**config.mk**
```make
export PLATFORM = sky130hd
export DESIGN_NAME = sram_fun_ctrl_flat
export DESIGN_NICKNAME = d
export VERILOG_FILES = /design/src/rtl/sram_fun_ctrl_if.sv /design/src/rtl/sram_fun_ctrl.sv /design/src/flat_wrapper.sv
export SDC_FILE = /design/constraint.sdc
export NUM_CORES = 1
export LEC_CHECK = 0
export ABC_AREA = 1
export CAP_MARGIN = 0
export CORE_MARGIN = 1.5
export CORE_UTILIZATION = 40
export CTS_CLUSTER_DIAMETER = 60
export DETAILED_ROUTE_END_ITERATION = 10
export HOLD_SLACK_MARGIN = 0.08
export SYNTH_ARGS = -nofsm -noshare
export SYNTH_HDL_FRONTEND = slang
export SYNTH_SLANG_ARGS = --single-unit
```
**constraint.sdc**
```tcl
create_clock -name clk -period 2.6 [get_ports clk]
set_input_delay 0.65 -clock clk [delete_from_list [all_inputs] [get_ports clk]]
set_output_delay 0.65 -clock clk [all_outputs]
set_load 0.005 [all_outputs]
```
**src/rtl/sram_fun_ctrl_if.sv**
```systemverilog
// Purpose : request/response bus between a host and sram_fun_ctrl.
// Latency : none; this is wiring only.
// Backpressure: the host holds req with stable fields until ack.
// Ports (master = host side, slave = controller side):
//   req, we, size[1:0], addr[12:0], wdata[31:0]   host -> controller
//   ack, err, rdata[31:0], busy                    controller -> host
interface sram_fun_ctrl_if;
   logic        req;
   logic        we;
   logic [1:0]  size;
   logic [12:0] addr;
   logic [31:0] wdata;
   logic        ack;
   logic        err;
   logic [31:0] rdata;
   logic        busy;

   modport master (
      output req, we, size, addr, wdata,
      input  ack, err, rdata, busy
   );

   modport slave (
      input  req, we, size, addr, wdata,
      output ack, err, rdata, busy
   );
endinterface

```
**src/rtl/sram_fun_ctrl.sv**
```systemverilog
// Purpose : splits byte/halfword/word requests into byte beats on a single-port SRAM.
// Latency : ack at T+N+1 (write), T+N+2 (read), T+1 (misaligned), T = request sample cycle.
// Backpressure: one request at a time; req held until ack, busy high while not IDLE.
// Ports:
//   clk, reset          clock, synchronous active-high reset
//   host (slave)        req/we/size/addr/wdata in, ack/err/rdata/busy out
//   bist_ten            BIST test enable (request lockout)
//   Addr_fun, cen_fun, wen_fun, oen_fun, wdata_fun   SRAM functional outputs (controls active-low)
//   Data                SRAM read byte, valid the cycle after a read beat
// Option: define SRAMC_BIST_LOCKOUT_EN to block new requests while bist_ten=1.
module sram_fun_ctrl (
   input  logic              clk,
   input  logic              reset,
   sram_fun_ctrl_if.slave    host,
   input  logic              bist_ten,
   output logic [12:0]       Addr_fun,
   output logic              cen_fun,
   output logic              wen_fun,
   output logic              oen_fun,
   output logic [7:0]        wdata_fun,
   input  logic [7:0]        Data
);

   typedef enum logic [1:0] {IDLE, ACCESS, CAPTURE, DONE} state_t;

   state_t      state;
   logic        we_q;
   logic [1:0]  size_q;
   logic [12:0] addr_q;
   logic [31:0] wdata_q;
   logic [1:0]  beat;
   logic [31:0] rdata_q;
   logic        ack_q;
   logic        err_q;
   logic        busy_q;

   logic        misaligned;
   logic [1:0]  last_beat;
   logic [1:0]  beat_nx;
   logic [1:0]  beat_pv;
   logic        lockout;

`ifdef SRAMC_BIST_LOCKOUT_EN
   assign lockout = bist_ten;
`else
   logic unused_bist;
   assign unused_bist = bist_ten;
   assign lockout     = 1'b0;
`endif

   // Alignment is judged on the live request fields, before latching.
   assign misaligned = (host.size == 2'd3) ||
                       ((host.size == 2'd1) && host.addr[0]) ||
                       ((host.size == 2'd2) && (host.addr[1:0] != 2'b00));

   // Index of the final beat: 0, 1 or 3.
   assign last_beat = (size_q == 2'd0) ? 2'd0 :
                      (size_q == 2'd1) ? 2'd1 : 2'd3;

   assign beat_nx = beat + 2'd1;
   // A read byte arrives one cycle after its beat, so it belongs to the previous beat.
   assign beat_pv = beat - 2'd1;

   assign host.ack   = ack_q;
   assign host.err   = err_q;
   assign host.rdata = rdata_q;
   assign host.busy  = busy_q;

   always_ff @(posedge clk) begin
      if (reset) begin
         state     <= IDLE;
         we_q      <= 1'b0;
         size_q    <= 2'd0;
         addr_q    <= 13'd0;
         wdata_q   <= 32'd0;
         beat      <= 2'd0;
         rdata_q   <= 32'd0;
         ack_q     <= 1'b0;
         err_q     <= 1'b0;
         busy_q    <= 1'b0;
         Addr_fun  <= 13'd0;
         cen_fun   <= 1'b1;
         wen_fun   <= 1'b1;
         oen_fun   <= 1'b1;
         wdata_fun <= 8'd0;
      end else begin
         // Pulses and SRAM pins fall back to idle unless a branch drives a beat.
         ack_q     <= 1'b0;
         err_q     <= 1'b0;
         Addr_fun  <= 13'd0;
         cen_fun   <= 1'b1;
         wen_fun   <= 1'b1;
         oen_fun   <= 1'b1;
         wdata_fun <= 8'd0;

         case (state)
            IDLE: begin
               if (host.req && !lockout) begin
                  we_q    <= host.we;
                  size_q  <= host.size;
                  addr_q  <= host.addr;
                  wdata_q <= host.wdata;
                  beat    <= 2'd0;
                  rdata_q <= 32'd0;
                  busy_q  <= 1'b1;
                  if (misaligned) begin
                     state <= DONE;
                     ack_q <= 1'b1;
                     err_q <= 1'b1;
                  end else begin
                     // Beat 0 comes straight from the request fields.
                     state    <= ACCESS;
                     Addr_fun <= host.addr;
                     cen_fun  <= 1'b0;
                     if (host.we) begin
                        wen_fun   <= 1'b0;
                        wdata_fun <= host.wdata[7:0];
                     end else begin
                        oen_fun <= 1'b0;
                     end
                  end
               end
            end

            ACCESS: begin
               if (!we_q && (beat != 2'd0))
                  rdata_q[{beat_pv, 3'b000} +: 8] <= Data;
               if (beat == last_beat) begin
                  if (we_q) begin
                     state <= DONE;
                     ack_q <= 1'b1;
                  end else begin
                     state <= CAPTURE;
                  end
               end else begin
                  beat     <= beat_nx;
                  Addr_fun <= addr_q + {11'd0, beat_nx};
                  cen_fun  <= 1'b0;
                  if (we_q) begin
                     wen_fun   <= 1'b0;
                     wdata_fun <= wdata_q[{beat_nx, 3'b000} +: 8];
                  end else begin
                     oen_fun <= 1'b0;
                  end
               end
            end

            CAPTURE: begin
               rdata_q[{beat, 3'b000} +: 8] <= Data;
               state <= DONE;
               ack_q <= 1'b1;
            end

            DONE: begin
               state  <= IDLE;
               busy_q <= 1'b0;
            end

            default: begin
               state  <= IDLE;
               busy_q <= 1'b0;
            end
         endcase
      end
   end

endmodule

```
**src/flat_wrapper.sv**
```systemverilog
// flat-port wrapper written by rule: the top's interface ports become plain ports
module sram_fun_ctrl_flat 
  (clk, reset, bist_ten, Addr_fun, cen_fun, wen_fun, oen_fun, wdata_fun, Data, host_req, host_we, host_size, host_addr, host_wdata, host_ack, host_err, host_rdata, host_busy);
  sram_fun_ctrl_if host_i ();
  input  logic clk;
  input  logic reset;
  input  logic bist_ten;
  output logic [12:0] Addr_fun;
  output logic cen_fun;
  output logic wen_fun;
  output logic oen_fun;
  output logic [7:0] wdata_fun;
  input  logic [7:0] Data;
  input wire logic [$bits(host_i.req)-1:0] host_req;
  input wire logic [$bits(host_i.we)-1:0] host_we;
  input wire logic [$bits(host_i.size)-1:0] host_size;
  input wire logic [$bits(host_i.addr)-1:0] host_addr;
  input wire logic [$bits(host_i.wdata)-1:0] host_wdata;
  output wire logic [$bits(host_i.ack)-1:0] host_ack;
  output wire logic [$bits(host_i.err)-1:0] host_err;
  output wire logic [$bits(host_i.rdata)-1:0] host_rdata;
  output wire logic [$bits(host_i.busy)-1:0] host_busy;
  assign host_i.req = host_req;
  assign host_i.we = host_we;
  assign host_i.size = host_size;
  assign host_i.addr = host_addr;
  assign host_i.wdata = host_wdata;
  assign host_ack = host_i.ack;
  assign host_err = host_i.err;
  assign host_rdata = host_i.rdata;
  assign host_busy = host_i.busy;
  sram_fun_ctrl u_core (.clk(clk), .reset(reset), .host(host_i), .bist_ten(bist_ten), .Addr_fun(Addr_fun), .cen_fun(cen_fun), .wen_fun(wen_fun), .oen_fun(oen_fun), .wdata_fun(wdata_fun), .Data(Data));
endmodule
```
==> impl_metrics.yaml <==
route:
  drt-total-wl_um: 16890
  viasPerCell: 5.053
  drc_errors: 0
  antenna_left: 0
  via_count: 5968
  drtPass1Iterations: 5
  wire_per_inst_um: 14.30
  drt_first_iter_violations: 484
pwr:
  netSwitchingFraction_pct: 38.46
  ir_drop_uv: 439.1
  clock_power_share_pct: 24.3
  p_leak_nw: 2.826
  p_per_area_nw_per_um2: 772.5
  power_frac_comb_pct: 38.4
  switchingPower_mw: 2.216
  power_frac_seq_pct: 37.3
  internal_power_mw: 3.545
final_layout:
  finalInstanceArea_um2: 7457
  antenna_cells: 0
  fin_nets: 1070
  area_delta_synth_final_pct: 29.20
  layout-drive-gt1-share_pct: 5.495
logic_synthesis:
  synth_enable_flop_cells: 0
  synth.distinct_cells: 34
  syn_area_um2: 5772
  synth_common_cells: "nand2_1 (300), a21oi_1 (127), dfxtp_1 (111)"
  synth_simple_gate_area_share_pct: 30.50
  synth-xor-area-share_pct: 0.3035
  synthTopCellsByArea: "dfxtp_1 (38%), nand2_1 (20%), a21oi_1 (11%), o21ai_0 (7.1%), nor2_1 (4.5%)"
  synth.ff_latch_count: 111
  synth_nets: 965
  synth_most_common_cell: "nand2_1"
  ys_warn_count: 0
  post_synth_mux_area_share_pct: 0
  synth_top_family_by_area: "simple AND/OR/NAND/NOR gates"
  synthAdderAreaFrac_pct: 2.948
  synthArstFlopShare_pct: 0
  yosys.area.top_type_share_pct: 38.50
  syn_area_per_cell_um2: 6.471
  synth_seq_area_share_pct: 38.50
  synth_compound_gate_area_share_pct: 19.97
  synth_cells: 892
  ys.flop_type: "dfxtp_1"
  synth_top_area_cell: "dfxtp_1"
setup_path:
  cp-start-kind: "flop"
  arrival_ns: 2.60
  cp.required_ns: 2.89
  endpoint_kind: "flop"
  crit_fanout: 7
  crit_type: "flop to flop"
clocking:
  cts_buffers: 9
  clk-insertion-delay-late_ns: 0.36
  cts_setup_buffers: 0
  tritoncts: "yes"
  cts-resized-gates: 0
  clock_path_buffers: 2
  htree_num_levels: 3
  cts_root_buffer: "clkbuf_16"
  cts_sinks: 111
  clkTransAtPathRegs_ns: 0.08
  ctsHoldBuffers: 0
sta:
  period_share_pct: 89.02
  worst_pin_slew_ns: 0.6643
  finalClockSkew_ns: 0.009286
  fin_setup_tns_ns: 0
  setup_violations: 0
  rsz0062_at_grt: "false"
  period_needed_ns: 2.314
  hold_violations: 0
  max_freq_mhz: 432.1
  maxSlewViolCount: 0
  relSlewSlack_pct: 55.71
global_route:
  grt_max_degree: 68
  busiest_layer: "met1"
  grt_usage_pct: 22.75
  met1_usage_pct: 34.50
  grt_pass1_vias: 5385
  overflow: 0
  grt_pass1_wl_um: 27420
  grtUsageMet2_pct: 33.72
  antenna_found_initial: 0
  grt.met3_usage_pct: 3.598
status:
  status: "completed"
floorplanning:
  dieHeight_um: 123.1
  fp.dieW_um: 123.1
  rows: 43
  initial_core_util_pct: 41.26
  pin_count: 119
  coreArea_um2: 13990
  die-area_um2: 15160
placed_design:
  hpwl_um: 11690
  gp_congestion: 0.8760
  dpl_cell_area_um2: 7169
  port_buffers: 117
job:
  cap_violations: 0
hold_path:
  hold_path_class: "flop to flop"
[metal layers]
metal | vias up | part of all wire, %
met3 | 8 | 5.5
met4 | 0 | 0.77
met1 | 2671 | 50
li1 | 3114 | -
met2 | 175 | 44
met5 | - | 0
[registers in the layout (all words and copies together) (netlist names), 2 cells and up]
name and cells:
u_core.Addr_fun 13, u_core.addr_q 13, u_core.beat 2, u_core.host.rdata 32
u_core.size_q 2, u_core.state 2, u_core.wdata_fun 8, u_core.wdata_q 32
[worst max-delay path: stages (launching register included)]
cell and delay [ns]:
dfxtp_1 0.42, inv_1 0.13, ha_1 0.51, fa_1 0.26, nand2_1 0.10, nor2_1 0.33, inv_1 0.11, o21bai_1 0.13
nand3_1 0.09, a21oi_1 0.17
[kinds of logic after synthesis]
logic type / count (synthesis)
xor+xnor: 2
buf+inv: 107
flops: 111
fa+ha+maj: 13
compound gates: 225
simple gates: 434
[through the flow]
stage	util, %	hold WS (ns)	power (mW)	setup WS [ns]	cells
after floorplan	-	0.4454	3.587	0.4480	892
after global placement	51.25	0.4554	4.378	0.3731	1166
after detailed placement	51.25	0.4574	4.395	0.3012	1166
after CTS	53.31	0.4689	5.791	0.2980	1181
after global routing	53.31	0.4861	6.157	0.1140	1181
final	53.31	0.4692	5.761	0.2856	1181
[power groups by stage]
stage | registers [mW] | clock network [mW] | logic (mW)
2_1_floorplan | 2.16 | 0 | 1.43
3_3_place_gp | 2.18 | 0 | 2.20
3_5_place_dp | 2.19 | 0 | 2.21
4_1_cts | 2.15 | 1.43 | 2.22
5_1_grt | 2.18 | 1.49 | 2.49
6_report | 2.15 | 1.40 | 2.21
[placed cells by master (no fill, tap or decap), types with 19 or more instances in the layout]
cell type / Yosys / routed
buf_4: 4 / 19
nand2_1: 300 / 300
clkdlybuf4s50_1: 0 / 116
o21ai_0: 82 / 82
a21oi_1: 127 / 127
nand4_1: 20 / 20
dfxtp_1: 111 / 111
inv_1: 53 / 53
nor2_1: 69 / 69
nand3_1: 37 / 37
[layout make-up]
| type | instances | area, um^2 |
|---|---|---|
| fill | 1465 | 6531 |
| multi-input combinational | 674 | 3104 |
| timing repair buffer | 140 | 1389 |
| tap | 180 | 225.2 |
| sequential | 111 | 2222 |
| clock inverter | 4 | 55.05 |
| clock buffer | 11 | 232.7 |
| inverter | 61 | 229.0 |
[final timing paths]
path / startpoint / endpoint / slack [ns] / cells past startpoint
worst max-delay path: u_core.beat[1]$_SDFFE_PP0P_ / u_core.Addr_fun[6]$_SDFF_PP0_ / 0.29 / 9
worst min-delay path: u_core.wdata_q[1]$_SDFFE_PP0P_ / u_core.wdata_q[1]$_SDFFE_PP0P_ / 0.47 / 2
worst max register to register: u_core.beat[1]$_SDFFE_PP0P_ / u_core.Addr_fun[6]$_SDFF_PP0_ / 0.29 / 9
worst min register to register: u_core.wdata_q[1]$_SDFFE_PP0P_ / u_core.wdata_q[1]$_SDFFE_PP0P_ / 0.47 / 2
Note: power is estimated with default switching activity, not from simulation.
